File: config.mk
export PLATFORM = sky130hd
export DESIGN_NAME = mult_bcd_sequencer
export DESIGN_NICKNAME = d
export VERILOG_FILES = /design/src/rtl/mult_bcd_sequencer.sv
export SDC_FILE = /design/constraint.sdc
export NUM_CORES = 1
export LEC_CHECK = 0
export CAP_MARGIN = 10
export CORE_ASPECT_RATIO = 0.9
export CORE_UTILIZATION = 38
export CTS_BUF_LIST = sky130_fd_sc_hd__clkbuf_4 sky130_fd_sc_hd__clkbuf_8 sky130_fd_sc_hd__clkbuf_16
export DETAILED_ROUTE_END_ITERATION = 16
export HOLD_SLACK_MARGIN = 0.02
export PLACE_DENSITY = 0.56
export REMOVE_ABC_BUFFERS = 1
export SLEW_MARGIN = 10
export SYNTH_ARGS = -nofsm -noshare
export SYNTH_HDL_FRONTEND = slang
export SYNTH_SLANG_ARGS = --single-unit
File: constraint.sdc
create_clock -name clk -period 4.3 [get_ports clk]
set_clock_uncertainty 0.2 [all_clocks]
set_input_delay 1.075 -clock clk [delete_from_list [all_inputs] [get_ports clk]]
set_output_delay 1.075 -clock clk [all_outputs]
set_load 0.1 [all_outputs]
File: src/rtl/mult_bcd_sequencer.sv
// Signed shift-add multiplier, serial double-dabble BCD conversion and a scrollable 4-digit window.
// Optional macro MULT_SEQ_ZERO_SKIP_EN: leave MULT as soon as the multiplier runs out of set bits.
module mult_bcd_sequencer #(
    parameter int WIDTH  = 8,
    parameter int DIGITS = 5
) (
    input  logic                    clk,
    input  logic                    rst,
    input  logic                    start,
    input  logic signed [WIDTH-1:0] a,
    input  logic signed [WIDTH-1:0] b,
    input  logic                    scroll_l,
    input  logic                    scroll_r,
    output logic                    busy,
    output logic                    done,
    output logic                    sign,
    output logic [4*DIGITS-1:0]     bcd,
    output logic [15:0]             window
);

    localparam int PW      = 2 * WIDTH;
    localparam int BW      = 4 * DIGITS;
    localparam int CNT_W   = $clog2(PW);
    localparam int OFF_MAX = DIGITS - 4;
    localparam int OFF_W   = (OFF_MAX > 0) ? $clog2(OFF_MAX + 1) : 1;

    typedef enum logic [1:0] {
        IDLE,
        MULT,
        CONV,
        DONE
    } state_e;

    state_e             state_q, state_d;
    logic [PW-1:0]      mcand_q, mcand_d;
    logic [WIDTH-1:0]   mplier_q, mplier_d;
    logic [PW-1:0]      prod_q, prod_d;
    logic [BW-1:0]      work_q, work_d;
    logic [BW-1:0]      bcd_q, bcd_d;
    logic               sign_q, sign_d;
    logic [CNT_W-1:0]   cnt_q, cnt_d;
    logic [OFF_W-1:0]   offset_q, offset_d;

    // Two's-complement magnitude; the most negative value maps to 2^(WIDTH-1) as unsigned.
    function automatic logic [WIDTH-1:0] magnitude(input logic signed [WIDTH-1:0] v);
        logic [WIDTH-1:0] u;
        u = v;
        return v[WIDTH-1] ? (~u + 1'b1) : u;
    endfunction

    function automatic logic [BW-1:0] dabble_step(input logic [BW-1:0] w, input logic bit_in);
        logic [BW-1:0] adj;
        adj = w;
        for (int i = 0; i < DIGITS; i++) begin
            if (adj[4*i +: 4] >= 4'd5)
                adj[4*i +: 4] = adj[4*i +: 4] + 4'd3;
        end
        return {adj[BW-2:0], bit_in};
    endfunction

    always_comb begin
        state_d  = state_q;
        mcand_d  = mcand_q;
        mplier_d = mplier_q;
        prod_d   = prod_q;
        work_d   = work_q;
        bcd_d    = bcd_q;
        sign_d   = sign_q;
        cnt_d    = cnt_q;
        offset_d = offset_q;

        if (scroll_l && !scroll_r) begin
            if (offset_q < OFF_W'(OFF_MAX))
                offset_d = offset_q + 1'b1;
        end else if (scroll_r && !scroll_l) begin
            if (offset_q != '0)
                offset_d = offset_q - 1'b1;
        end

        case (state_q)
            IDLE: begin
                if (start) begin
                    state_d  = MULT;
                    mcand_d  = {{WIDTH{1'b0}}, magnitude(a)};
                    mplier_d = magnitude(b);
                    prod_d   = '0;
                    work_d   = '0;
                    cnt_d    = '0;
                    offset_d = '0;
                    sign_d   = (a[WIDTH-1] ^ b[WIDTH-1]) && (a != '0) && (b != '0);
                end
            end
            MULT: begin
`ifdef MULT_SEQ_ZERO_SKIP_EN
                if (mplier_q == '0) begin
                    state_d = CONV;
                    cnt_d   = '0;
                end else begin
                    if (mplier_q[0])
                        prod_d = prod_q + mcand_q;
                    mcand_d  = mcand_q << 1;
                    mplier_d = mplier_q >> 1;
                end
`else
                if (cnt_q == CNT_W'(WIDTH)) begin
                    state_d = CONV;
                    cnt_d   = '0;
                end else begin
                    if (mplier_q[0])
                        prod_d = prod_q + mcand_q;
                    mcand_d  = mcand_q << 1;
                    mplier_d = mplier_q >> 1;
                    cnt_d    = cnt_q + 1'b1;
                end
`endif
            end
            CONV: begin
                work_d = dabble_step(work_q, prod_q[PW-1]);
                prod_d = prod_q << 1;
                cnt_d  = cnt_q + 1'b1;
                if (cnt_q == CNT_W'(PW - 1)) begin
                    bcd_d   = work_d;
                    state_d = DONE;
                end
            end
            DONE: begin
                if (!start)
                    state_d = IDLE;
            end
            default: state_d = IDLE;
        endcase
    end

    always_ff @(posedge clk or negedge rst) begin
        if (!rst) begin
            state_q  <= IDLE;
            mcand_q  <= '0;
            mplier_q <= '0;
            prod_q   <= '0;
            work_q   <= '0;
            bcd_q    <= '0;
            sign_q   <= 1'b0;
            cnt_q    <= '0;
            offset_q <= '0;
        end else begin
            state_q  <= state_d;
            mcand_q  <= mcand_d;
            mplier_q <= mplier_d;
            prod_q   <= prod_d;
            work_q   <= work_d;
            bcd_q    <= bcd_d;
            sign_q   <= sign_d;
            cnt_q    <= cnt_d;
            offset_q <= offset_d;
        end
    end

    assign busy   = (state_q == MULT) || (state_q == CONV);
    assign done   = (state_q == DONE);
    assign sign   = sign_q;
    assign bcd    = bcd_q;
    assign window = 16'(bcd_q >> {offset_q, 2'b00});

endmodule

==> run summary <==
Data on the critical path arrives at its endpoint at 2.08 ns. The launch instance of the worst min-delay path is mplier_q[4]$_DFFE_PN0P_. Across all hold checks on the routed design, the worst slack comes to 0.2777 ns. The first-pass GRT wire length came out at 20960 um. The transition time of the tightest slew-check pin is 0.9848 ns. The type of the tightest min-delay check is flop to flop. The residual DRC count came out at 0.

The proportion of register bits with asynchronous set or reset after synthesis is 1.000. The total overflow reported by the global router is 0. The depth of the worst register-to-register path is 8. The H-tree was split into 3 levels. The static power due to leakage is 2.802 nW.

From synthesis to final layout, the design area changed by 18.91%. The number of register bits inferred by synthesis came out at 88. In this run the mean area of a mapped cell was 9.002 um2. After routing the design area is 6390 um2. The highest clock rate came out at 0.2981 GHz. The number of port buffers came out at 59. The floorplan step defined a core boundary enclosing 13560 um2. The via density per instance is 5.255. The met3 wire length is 471 um.

The overall routed net length came out at 12160 um. The register clock-pin slew on the reported worst setup and hold paths is 0.06 ns. The time the final worst path needs with I/O delays and setup came out at 3.355 ns. Of all nets on the critical path, the largest fanout is 4. The synthesized design contains 0 enable-type register cells. The clock tree root buffer cell is sky130_fd_sc_hd__clkbuf_16. The synthesized netlist occupies a cell area of 5374 um2. The setup slack of the worst register-to-register path is 1.67 ns. The share of layout cells above drive strength 1 came out at 0.1079. The number of routed nets with antenna violations came out at 0. The final count of pins violating max slew is 0.

The post-CTS resize count came out at 0. The total of warnings raised by yosys is 0. The worst vdd rail ir drop is 0.0004190 V. The total global routing track utilization is 0.1815.

The clock passes through at most 2 buffers. The number of antenna violations at the first check in global routing is 0. The final-report hold violation count is 0.

The violation count after the first detailed-routing iteration is 294. The average wire per standard cell is 14.50 um. The total of max-cap violations came out at 0.

The flow ran to the end, and the final reports show no timing, DRC or antenna violations. The post-CTS setup repair buffer count came out at 0. The total instance count after detailed placement is 822. The clock drives 88 sinks. The worst-case hold path end point is mplier_q[4]$_DFFE_PN0P_. The later pin in the worst-skew pair is clocked with a latency of 0.34 ns. The sum of net half-perimeters after detailed placement came out at 8836 um. STA classifies the critical path endpoint as an output pin. The highest metal layer carrying signal wires in the routed design is met4. The distinct cell type count of the synthesized netlist came out at 53. TritonCTS built the clock tree. The wire length on met1 is 6171 um.

The worst setup path is launched from a flop. Entering global routing, the biggest net connects 41 pins. The summed negative setup slack over all endpoints is 0 ns. The sum of met2 wire segment lengths after detailed routing came out at 5432 um. The final clock period utilization by the worst path came out at 0.7802. The total number of vias is 4404.

The number of global-route vias before repair is 4207. The number of core rows came out at 40. The number of cells traversed by the worst hold path came out at 2.

The cell area power density is 562.7 nW/um2. Measured along the x axis, the die boundary spans 127.4 um. The floorplan die height came out at 114.8 um. The total number of nets in the final design is 700. The count of cells in the finished layout, fillers not included, comes to 838.

The most used flip-flop cell after synthesis is sky130_fd_sc_hd__dfrtp_1. STA puts the critical path data required time at 3.02 ns. The number of buffers added by the clock tree synthesis step came out at 9. The die covers 14620 um2. The total iterations of the first detailed-routing run came out at 4. At the end of routability-driven placement, the weighted congestion stood at 0.8249. The repair_antennas step left the layout with diodes totalling 0. The cell area after placement came out at 6083 um2.

The launching point of the worst reg2reg path is mcand_q[0]$_DFFE_PN0P_. The start-to-end type of the worst setup path is flop to output pin. The number of failing setup endpoints in the final timing report came out at 0.

Setup repair after global routing left no endpoint under its margin. Measured against its own limit, the worst slew margin works out to 0.3414. The portion of the post-synthesis area used by sequential elements came out at 0.4098. The top-level port count came out at 60. For this configuration, the core starts out at a cell density of 0.3962. The count of mapped cells out of synthesis came out at 597. The endpoint identified for the worst register-to-register timing path is prod_q[10]$_DFFE_PN0P_. The number of buffers inserted by hold repair at cts came out at 0.
[routing by layer]
metal | track usage | up-vias
met4 | 0.04841 | 0
li1 | - | 2213
met2 | 0.2889 | 105
met5 | 0 | -
met3 | 0.04467 | 4
met1 | 0.2475 | 2082
[synthesized netlist by cell type, drive strengths merged, types with 2 or more instances]
cell,number,area share
nand3,11,0.010
a21boi,4,0.0056
a221oi,2,0.0033
nor2b,4,0.0047
ha,34,0.079
nor4b,2,0.0033
buf,6,0.0072
or3,4,0.0056
a211oi,7,0.0098
o22ai,6,0.0070
and2,3,0.0035
clkbuf,24,0.017
o21bai,3,0.0042
mux2,24,0.050
nand2b,13,0.017
and4,2,0.0033
nor3b,9,0.013
a22o,9,0.015
xnor2,14,0.023
a21o,4,0.0056
nand4,2,0.0023
o31ai,8,0.011
inv,22,0.015
nor4,2,0.0035
xor2,11,0.018
dfrtp,88,0.41
a21oi,40,0.037
nor2,27,0.019
a31oi,2,0.0023
and3,3,0.0035
o21ai,90,0.084
mux2i,8,0.015
nor3,8,0.0075
nand2,85,0.059
o211ai,4,0.0056
[registers in the layout, summed over array words and instances, names as in the netlist]
signal    count
cnt_q         4
state_q       2
mcand_q      16
prod_q       16
mplier_q      8
sign          1
offset_q      1
bcd          20
work_q       20
[critical path, cell delays in order (launching register included)]
cell	delay (ns)
sky130_fd_sc_hd__dfrtp_1	0.40
sky130_fd_sc_hd__ha_1	0.20
sky130_fd_sc_hd__clkdlybuf4s50_1	1.14
[where the power goes]
group | switching (mW) | internal [mW]
registers | 0.181 | 1.01
logic | 1.03 | 0.569
clock network | 0.321 | 0.481
total | 1.53 | 2.06
[placed cells by master (no fill, tap or decap), types with 3 or more instances in the layout]
master,count
sky130_fd_sc_hd__mux2i_1,8
sky130_fd_sc_hd__nand2_1,85
sky130_fd_sc_hd__a21boi_0,4
sky130_fd_sc_hd__o22ai_1,6
sky130_fd_sc_hd__and3_1,3
sky130_fd_sc_hd__nand2b_1,12
sky130_fd_sc_hd__clkdlybuf4s50_1,41
sky130_fd_sc_hd__o21ai_0,87
sky130_fd_sc_hd__and2_1,3
sky130_fd_sc_hd__nor2_1,27
sky130_fd_sc_hd__a21oi_1,40
sky130_fd_sc_hd__ha_1,34
sky130_fd_sc_hd__inv_1,22
sky130_fd_sc_hd__nor2b_1,4
sky130_fd_sc_hd__or3_1,3
sky130_fd_sc_hd__clkbuf_16,9
sky130_fd_sc_hd__o31ai_1,8
sky130_fd_sc_hd__o211ai_1,4
sky130_fd_sc_hd__nor3b_1,9
sky130_fd_sc_hd__xor2_1,11
sky130_fd_sc_hd__mux2_2,24
sky130_fd_sc_hd__o21bai_1,3
sky130_fd_sc_hd__xnor2_1,14
sky130_fd_sc_hd__buf_4,25
sky130_fd_sc_hd__a22o_1,9
sky130_fd_sc_hd__a211oi_1,7
sky130_fd_sc_hd__dfrtp_1,88
sky130_fd_sc_hd__nor3_1,8
sky130_fd_sc_hd__nand3_1,11
sky130_fd_sc_hd__a21o_1,4
[worst max path at each step]
stage	start	end	slack, ns	cells after the start
global placement	start	prod_q[13]$_DFFE_PN0P_	1.12	7
finish	state_q[0]$_DFFE_PN0P_	done	0.94	2
CTS	state_q[0]$_DFFE_PN0P_	done	0.90	2
floorplan	state_q[1]$_DFFE_PN0P_	mcand_q[1]$_DFFE_PN0P_	1.08	5
global route	state_q[0]$_DFFE_PN0P_	done	0.84	2
detailed placement	start	prod_q[13]$_DFFE_PN0P_	1.11	7
[area by class of cell]
cell class,count,area (um2)
clock inverter,4,52.55
multi-input combinational,457,2964
inverter,22,82.58
tap,189,236.5
fill,1313,7173
sequential,88,2202
clock buffer,12,254.0
timing repair buffer,66,598.1
[kinds of logic (layout without fill, tap and decap cells)]
logic type | after synthesis | after routing | share of synthesized area
simple gates | 177 | 177 | 0.1572
xor+xnor | 25 | 25 | 0.04075
fa+ha+maj | 36 | 36 | 0.08475
buf+inv | 52 | 104 | 0.03935
flops | 88 | 88 | 0.4098
mux | 32 | 32 | 0.06519
compound gates | 187 | 187 | 0.2030
[stage by stage]
| step | total power, mW | setup slack (ns) | util |
|---|---|---|---|
| 5_1_grt | 3.902 | 0.8409 | 0.4711 |
| 2_1_floorplan | 2.346 | 1.078 | - |
| 3_5_place_dp | 2.812 | 1.106 | 0.4485 |
| 6_report | 3.596 | 0.9450 | 0.4711 |
| 4_1_cts | 3.640 | 0.9050 | 0.4711 |
| 3_3_place_gp | 2.784 | 1.121 | 0.4485 |
No activity file was read; power rests on OpenSTA's default activity.
